`src/rtl/mem_test_ctrl.sv`:
```
// Control FSM for the 32k x 16 SRAM march tester. It runs four write/read-compare
// passes through the external datapath and drives the active-low SRAM strobes.
module mem_test_ctrl #(
  parameter int WRITE_CYC   = 2,
  parameter int READ_WAIT   = 2,
  parameter bit STOP_ON_ERR = 1'b0
) (
  input  logic       clk,
  input  logic       rst,
  input  logic       start,
  input  logic       done,
  input  logic       finish,
  input  logic       error,
  output logic [2:0] pass,
  output logic       loadA,
  output logic       loadD,
  output logic [2:0] state,
  output logic       ce_n,
  output logic       we_n,
  output logic       oe_n,
  output logic       busy,
  output logic       test_done,
  output logic       fail
);

  localparam int MAX_WAIT = (WRITE_CYC > READ_WAIT) ? WRITE_CYC : READ_WAIT;
  localparam int CW       = $clog2(MAX_WAIT + 1);

  localparam logic [CW-1:0] WR_LAST  = CW'(WRITE_CYC - 1);
  localparam logic [CW-1:0] RD_LAST  = CW'(READ_WAIT - 1);
  localparam logic [CW-1:0] WAIT_TOP = CW'(MAX_WAIT);

  // Encoding is visible on the state port; the datapath compares only in R_CMP.
  typedef enum logic [2:0] {
    S_IDLE  = 3'b000,
    S_W_INC = 3'b001,
    S_W_LD  = 3'b010,
    S_W_STB = 3'b011,
    S_R_CMP = 3'b100,
    S_R_INC = 3'b101,
    S_R_LD  = 3'b110,
    S_DONE  = 3'b111
  } state_t;

  state_t        state_q, state_d;
  logic [2:0]    pass_q, pass_d;
  logic [CW-1:0] wait_q, wait_d;
  logic          fail_q, fail_d;
  logic          abort;
  logic          unused_finish;

  // finish is informational only; sequencing is driven by done and pass.
  assign unused_finish = finish;
  assign abort         = STOP_ON_ERR && error;

  // NOTE: state registers use non-blocking assignments so every flop samples
  // the pre-edge value of every other flop, independent of process order.
  always_ff @(posedge clk or posedge rst) begin
    if (rst) begin
      state_q <= S_IDLE;
      pass_q  <= 3'd0;
      wait_q  <= '0;
      fail_q  <= 1'b0;
    end else begin
      state_q <= state_d;
      pass_q  <= pass_d;
      wait_q  <= wait_d;
      fail_q  <= fail_d;
    end
  end

  // NOTE: every output of this block is given a default first, so no path
  // through the case can leave a signal unassigned and infer a latch.
  always_comb begin
    state_d = state_q;
    pass_d  = pass_q;
    wait_d  = '0;
    fail_d  = fail_q;
    loadA   = 1'b0;
    loadD   = 1'b0;
    ce_n    = 1'b1;
    we_n    = 1'b1;
    oe_n    = 1'b1;

    case (state_q)
      S_IDLE: begin
        if (start) state_d = S_W_INC;
      end
      S_W_INC: begin
        if (abort) begin
          state_d = S_DONE;
        end else begin
          loadA   = 1'b1;
          state_d = S_W_LD;
        end
      end
      S_W_LD: begin
        loadD   = 1'b1;
        ce_n    = 1'b0;
        state_d = S_W_STB;
      end
      S_W_STB: begin
        ce_n = 1'b0;
        we_n = 1'b0;
        if (wait_q == WR_LAST) begin
          state_d = done ? S_R_INC : S_W_INC;
        end else begin
          wait_d = (wait_q == WAIT_TOP) ? wait_q : wait_q + 1'b1;
        end
      end
      S_R_INC: begin
        if (abort) begin
          state_d = S_DONE;
        end else begin
          loadA   = 1'b1;
          state_d = S_R_LD;
        end
      end
      S_R_LD: begin
        loadD = 1'b1;
        ce_n  = 1'b0;
        oe_n  = 1'b0;
        if (wait_q == RD_LAST) begin
          state_d = S_R_CMP;
        end else begin
          wait_d = (wait_q == WAIT_TOP) ? wait_q : wait_q + 1'b1;
        end
      end
      S_R_CMP: begin
        ce_n = 1'b0;
        oe_n = 1'b0;
        if (done) begin
          pass_d  = pass_q + 3'd1;
          state_d = (pass_q == 3'd3) ? S_DONE : S_W_INC;
        end else begin
          state_d = S_R_INC;
        end
      end
      S_DONE: begin
        state_d = S_DONE;
      end
      default: begin
        state_d = S_IDLE;
      end
    endcase

    // Sticky verdict is whatever the datapath has latched when DONE is entered.
    if (state_d == S_DONE && state_q != S_DONE) fail_d = error;
  end

  assign state     = state_q;
  assign pass      = pass_q;
  assign fail      = fail_q;
  assign busy      = (state_q != S_IDLE) && (state_q != S_DONE);
  assign test_done = (state_q == S_DONE);

endmodule

```
`config.mk`:
```
export PLATFORM = sky130hd
export DESIGN_NAME = mem_test_ctrl
export DESIGN_NICKNAME = d
export VERILOG_FILES = /design/src/rtl/mem_test_ctrl.sv
export SDC_FILE = /design/constraint.sdc
export NUM_CORES = 1
export LEC_CHECK = 0
export ABC_AREA = 0
export BUFFER_PORTS_ARGS = -buffer_cell sky130_fd_sc_hd__buf_2
export CORE_UTILIZATION = 29
export CTS_CLUSTER_SIZE = 25
export DETAILED_ROUTE_END_ITERATION = 10
export RECOVER_POWER = 25
export REMOVE_ABC_BUFFERS = 1
export SYNTH_ARGS = -nofsm -noshare
export SYNTH_HDL_FRONTEND = slang
export SYNTH_SLANG_ARGS = --single-unit
```
`constraint.sdc`:
```
create_clock -name clk -period 2.2 [get_ports clk]
set_clock_uncertainty 0.2 [all_clocks]
set_input_delay 0 -clock clk [delete_from_list [all_inputs] [get_ports clk]]
set_output_delay 0 -clock clk [all_outputs]
set_load 0.01 [all_outputs]
```
==> results of run 1 <==
-- kinds of logic after synthesis --
family / share of synthesized area
flip-flops: 0.460
buffers and inverters: 0.0614
XOR/XNOR: 0.0358
AND/OR/NAND/NOR: 0.228
AO/OA/AOI/OAI: 0.110
multiplexers: 0.0537
adder cells (fa/ha/maj): 0.0511
-- worst reg2reg max path, stage by stage (launching register included) --
cell and delay [ns]:
sky130_fd_sc_hd__dfrtp_1 0.59, sky130_fd_sc_hd__and4bb_4 0.35, sky130_fd_sc_hd__nand2_2 0.07, sky130_fd_sc_hd__mux2_4 0.29
-- sequential cells by signal, summed over array words and instances (netlist names) --
name and flops:
pass 3, fail 1, state 3, wait_q 2
-- power by group through the flow --
stage                     registers [mW]  clock network (mW)  logic, mW
after floorplan                    0.335                   0      0.265
after global placement             0.329                   0      0.433
after detailed placement           0.331                   0      0.440
after CTS                          0.328               0.130      0.446
after global routing               0.345               0.138      0.498
final                              0.327               0.124      0.441
-- cells in the final DEF (no fill, tap or decap), types with 2 or more instances in the layout --
| cell type | n |
|---|---|
| sky130_fd_sc_hd__nor2_1 | 7 |
| sky130_fd_sc_hd__inv_1 | 3 |
| sky130_fd_sc_hd__dfrtp_1 | 9 |
| sky130_fd_sc_hd__a21oi_1 | 5 |
| sky130_fd_sc_hd__nand2_1 | 3 |
| sky130_fd_sc_hd__ha_1 | 2 |
| sky130_fd_sc_hd__dlygate4sd3_1 | 4 |
| sky130_fd_sc_hd__clkbuf_4 | 3 |
| sky130_fd_sc_hd__nor2b_1 | 2 |
| sky130_fd_sc_hd__buf_2 | 18 |
-- per-layer routing --
metal,track usage,share of wire,wire length (microns),vias up
met5,0,0,0,-
met4,0.0545,0.0058,5,0
met3,0.0298,0.081,70,2
met2,0.173,0.44,378,18
met1,0.142,0.47,408,176
li1,-,-,-,212
-- repair_timing --
action	CTS	global route
setup buffers	0	0
endpoints found under the setup margin	0	0
hold buffers	4	0
endpoints found under the hold margin	12	0
-- worst max path at each step --
stage          startpoint    to  cells after the start  slack (ns)
4_1_cts          state[2]  fail                      3        0.59
2_1_floorplan    state[2]  fail                      3        0.65
5_1_grt          state[2]  fail                      3        0.51
6_report         state[2]  fail                      3        0.59
3_5_place_dp     state[2]  fail                      3        0.60
3_3_place_gp     state[2]  fail                      3        0.61
-- through the flow --
| step | worst slack (ns) | area [sq um] | cells | hold slack (ns) |
|---|---|---|---|---|
| after global routing | 0.512 | 647 | 88 | 0.0735 |
| final | 0.594 | 647 | 88 | 0.0382 |
| after floorplan | 0.652 | 470 | 46 | -0.372 |
| after global placement | 0.608 | 581 | 80 | -0.225 |
| after detailed placement | 0.598 | 581 | 80 | -0.224 |
| after CTS | 0.592 | 647 | 88 | 0.0469 |
-- area by class of cell --
class / count / share of cell area
multi-input combinational: 34 / 0.362
sequential: 9 / 0.348
tap: 16 / 0.0309
timing repair buffer: 22 / 0.201
inverter: 3 / 0.0174
clock buffer: 4 / 0.0406
==> impl_metrics.tcl, run 1 <==
set metrics [dict create \
    ant_cells 0 \
    final_nets 81 \
    avgViaCountPerCell 4.64 \
    start_util 0.317 \
    worst_r2r_startpoint "state[2]" \
    async_reset_ff_frac 1.00 \
    p_switching_mw 0.379 \
    wl_per_cell_microns 9.81 \
    grt_setup_unrepaired "false" \
    drtAntennaViolNets 0 \
    worst_pin_slew_ns 0.407 \
    cts_inserted_buffers 3 \
    ys_seq_area_frac 0.460 \
    die_outline_area_sq_um 1860 \
    setup_viol 0 \
    synth_enable_flop_cells 0 \
    filler_cell_count 156 \
    post-route-min-period_ns 1.61 \
    r2r_end "fail" \
    clock_power_share 0.139 \
    synthDominantAreaCellType "sky130_fd_sc_hd__dfrtp_1" \
    post_synth_instance_area_sq_um 489 \
    seq_power_share 0.367 \
    number_of_buffers_on_the_longest_clock_path 2 \
    dp_hpwl_microns 609 \
    slew-limit-headroom 0.728 \
    cp_top_family "flip-flops" \
    report.final.hold_viol_count 0 \
    yosysMostFrequentCell "sky130_fd_sc_hd__dfrtp_1" \
    die_width_microns 43.1 \
    synthToLayoutAreaGrowth_pct 32.2 \
    numClockSinks 9 \
    grt_pass1_vias 360 \
    comb_power_share 0.494 \
    run_status "complete, no violations" \
    critPathCaptureType "flop" \
    drt_iter0_markers 3 \
    post_synth_inst_count 49 \
    die_h_microns 43.1 \
    critical_path_buf_inv_count 0 \
    drt_first_pass_iters 4 \
    cp.arrival_ns 1.55 \
    cpPeakStageDelay_ns 0.59 \
    timing.reg2reg.worst_path_depth 3 \
    postSynth.topFlopCell "sky130_fd_sc_hd__dfrtp_1" \
    setup_tns_ns 0 \
    power_per_cell_area_nw_per_um2 1380 \
    synthTopCellsByCount "sky130_fd_sc_hd__dfrtp_1, sky130_fd_sc_hd__nor2_1, sky130_fd_sc_hd__a21oi_1" \
    global_route_usage_sum 0.111 \
    criticalPathCategory "flop to flop" \
    detail_route.drc_violations 0 \
    post_cts.resized_instances 0 \
    io_pins 20 \
    first_pass_grt_wire_length_microns 1560 \
    grt_max_degree 15 \
    critical_path_peak_fanout 14 \
    timing.critical_path.required_ns 2.14 \
    antenna_found_initial 0 \
    fin_util 0.420 \
    ff2ff_setup_slack_ns 0.59 \
    placeableCoreArea_sq_um 1540 \
    ys_types 24 \
    syn_avg_cell_area_sq_um 9.98 \
    design_power_mw 0.893 \
    synth-warning-count 0 \
    io_buffer_count 18 \
    cts.clk_slew.worst_paths_ns 0.06 \
    max_clock_freq_mhz 623 \
    synth.top_cell.area_share 0.460 \
    leakage_nw 0.336 \
    peak_supply_drop_mv 0.502 \
    layout.area.seq_sq_um 225 \
    hold_path.class "input port to asynchronous set/reset pin" \
    cell_internal_pwr_mw 0.513 \
    grt.overflow.total 0 \
    number_of_max_slew_violations_in_the_final_report 0 \
    globalplace.congestion 0.677 \
    drt-total-wl_microns 863 \
    postSynthRegisterBits 9 \
    drive_gt1_frac 0.333 \
    critical_path_startpoint_category "flop" \
    cts_root_buf "sky130_fd_sc_hd__clkbuf_4" \
    ys_top_cells_by_area "sky130_fd_sc_hd__dfrtp_1, sky130_fd_sc_hd__nor2_1, sky130_fd_sc_hd__a21oi_1, sky130_fd_sc_hd__ha_1, sky130_fd_sc_hd__and4bb_4" \
    finalCritPeriodShare 0.730 \
    drv.max_cap_violation_count 0 \
    power.share.switching 0.425 \
    detailroute.via_count 408 \
    multi_input_logic_area_sq_um 234 \
    cts-htree-levels 1 \
    critPathSlowestCell "sky130_fd_sc_hd__dfrtp_1" \
    worst_skew_pair.late_latency_ns 0.25 \
    tritoncts "yes" \
    core.rowCount 14 \
    critical_path.cell_chain "and4bb_4, nand2_2, mux2_4" \
]
Note: power is estimated with default switching activity, not from simulation.
==> run 2: changes to the inputs <==
- clock period: 2.2 -> 1.5 ns (I/O delays scaled with it)
==> impl_metrics.tcl, run 2 (synthesized netlist as in run 1, its figures left out) <==
set metrics [dict create \
    criticalPathCategory "flop to flop" \
    detail_route.drc_violations 0 \
    cts.clk_slew.worst_paths_ns 0.06 \
    ff2ff_setup_slack_ns 0.08 \
    detailroute.via_count 449 \
    r2r_end "fail" \
    leakage_nw 0.361 \
    hold_path.class "input port to asynchronous set/reset pin" \
    power_per_cell_area_nw_per_um2 2050 \
    number_of_buffers_on_the_longest_clock_path 2 \
    critical_path_buf_inv_count 0 \
    placeableCoreArea_sq_um 1540 \
    cts_inserted_buffers 3 \
    grt.overflow.total 0 \
    peak_supply_drop_mv 0.845 \
    filler_cell_count 176 \
    run_status "complete, no violations" \
    critPathCaptureType "flop" \
    final_nets 88 \
    ant_cells 0 \
    numClockSinks 9 \
    worst_r2r_startpoint "pass[0]" \
    cp_top_family "adder cells" \
    start_util 0.317 \
    io_pins 20 \
    critical_path.cell_chain "ha_1, ha_2, nand2_2, mux2_4" \
    drv.max_cap_violation_count 0 \
    critPathSlowestCell "sky130_fd_sc_hd__dfrtp_1" \
    post-route-min-period_ns 1.42 \
    timing.final.ws_setup_ns 0.0754 \
    tritoncts "yes" \
    setup_viol 0 \
    critical_path_startpoint_category "flop" \
    global_route_usage_sum 0.119 \
    wl_per_cell_microns 9.64 \
    report.final.hold_viol_count 0 \
    synthToLayoutAreaGrowth_pct 44.8 \
    grt_max_degree 13 \
    cts-htree-levels 1 \
    drtAntennaViolNets 0 \
    cts_root_buf "sky130_fd_sc_hd__clkbuf_4" \
    die_width_microns 43.1 \
    cpPeakStageDelay_ns 0.38 \
    critical_path_peak_fanout 3 \
    finalCritPeriodShare 0.950 \
    logic_depth_of_the_worst_setup_path_including_buffers 4 \
    place_ws_ns 0.0422 \
    mostFrequentLayoutCells "sky130_fd_sc_hd__buf_2, sky130_fd_sc_hd__dfrtp_1, sky130_fd_sc_hd__buf_4, sky130_fd_sc_hd__nor2_1, sky130_fd_sc_hd__a21oi_1" \
    timing.reg2reg.worst_path_depth 4 \
    cp.arrival_ns 1.37 \
    die_h_microns 43.1 \
    timing.critical_path.required_ns 1.44 \
    die_outline_area_sq_um 1860 \
    dp_hpwl_microns 674 \
    drt-total-wl_microns 916 \
    avgViaCountPerCell 4.73 \
    drive_gt1_frac 0.430 \
    dpl.cell_count 86 \
    io_buffer_count 18 \
    first_pass_grt_wire_length_microns 1650 \
    antenna_found_initial 0 \
    final_common_cell "sky130_fd_sc_hd__buf_2" \
    slew-limit-headroom 0.777 \
    worst_pin_slew_ns 0.334 \
    grt_pass1_vias 391 \
    max_clock_freq_mhz 702 \
    core.rowCount 14 \
    worst_hold_margin_ns 0.0364 \
    globalplace.congestion 0.689 \
    finalNonFillerCells 95 \
    grt_setup_unrepaired "false" \
    number_of_max_slew_violations_in_the_final_report 0 \
    drt_first_pass_iters 2 \
    worst_skew_pair.late_latency_ns 0.26 \
    drt_iter0_markers 3 \
]
==> run 2: changes by cell type in the layout (fill, tap and decap cells not counted), sizes merged <==
| cell | delta |
|---|---|
| buf | +7 |
| clkinvlp | +1 |
| inv | -1 |
==> run 2: how the worst max path moves through the flow <==
stage / end / from / slack [ns]
6_report: fail / pass[0] / 0.08
5_1_grt: busy / state[0] / 0.0004
4_1_cts: fail / pass[1] / 0.03
3_5_place_dp: fail / pass[1] / 0.04
3_3_place_gp: fail / pass[0] / 0.05
2_1_floorplan: fail / state[2] / -0.05
==> run 2: area by class of cell <==
type / instances / area, sq um / area share
Multi-Input combinational cell: 34 / 239 / 0.337
Clock buffer: 4 / 26.3 / 0.0371
Inverter: 3 / 15.0 / 0.0212
Tap cell: 16 / 20.0 / 0.0283
Timing Repair Buffer: 29 / 183 / 0.258
Sequential cell: 9 / 225 / 0.318
==> run 2: worst min-delay path, stage by stage <==
cell	delay (ns)
sky130_fd_sc_hd__dlygate4sd3_1	0.53
sky130_fd_sc_hd__buf_2	0.12
sky130_fd_sc_hd__inv_1	0.25
==> run 2: repair_timing <==
| item | CTS | global route |
|---|---|---|
| setup endpoints to repair | 0 | 3 |
| hold buffers | 4 | 0 |
| setup buffers | 0 | 1 |
| resized for setup | 0 | 3 |
| endpoints found under the hold margin | 12 | 0 |
==> run 2: power breakdown <==
group	switching [mW]	total (mW)	internal [mW]	leakage [nW]
Sequential	0.0515	0.381	0.330	0.112
Clock	0.0813	0.184	0.102	0.0150
Combinational	0.459	0.888	0.429	0.234
==> run 2: stage by stage <==
stage / TNS (ns) / util / instance area, sq um / power [mW]
after floorplan: -0.0682 / - / 470 / 0.880
after global placement: 0 / 0.406 / 626 / 1.22
after detailed placement: 0 / 0.406 / 626 / 1.23
after CTS: 0 / 0.449 / 692 / 1.44
after global routing: 0 / 0.459 / 708 / 1.60
final: 0 / 0.459 / 708 / 1.45
==> run 2: layer usage <==
metal	global-route usage	vias to the layer above	share of wire
met3	0.0255	2	0.058
met4	0.0727	0	0.023
li1	-	227	-
met1	0.152	201	0.47
met2	0.182	19	0.45
met5	0	-	0
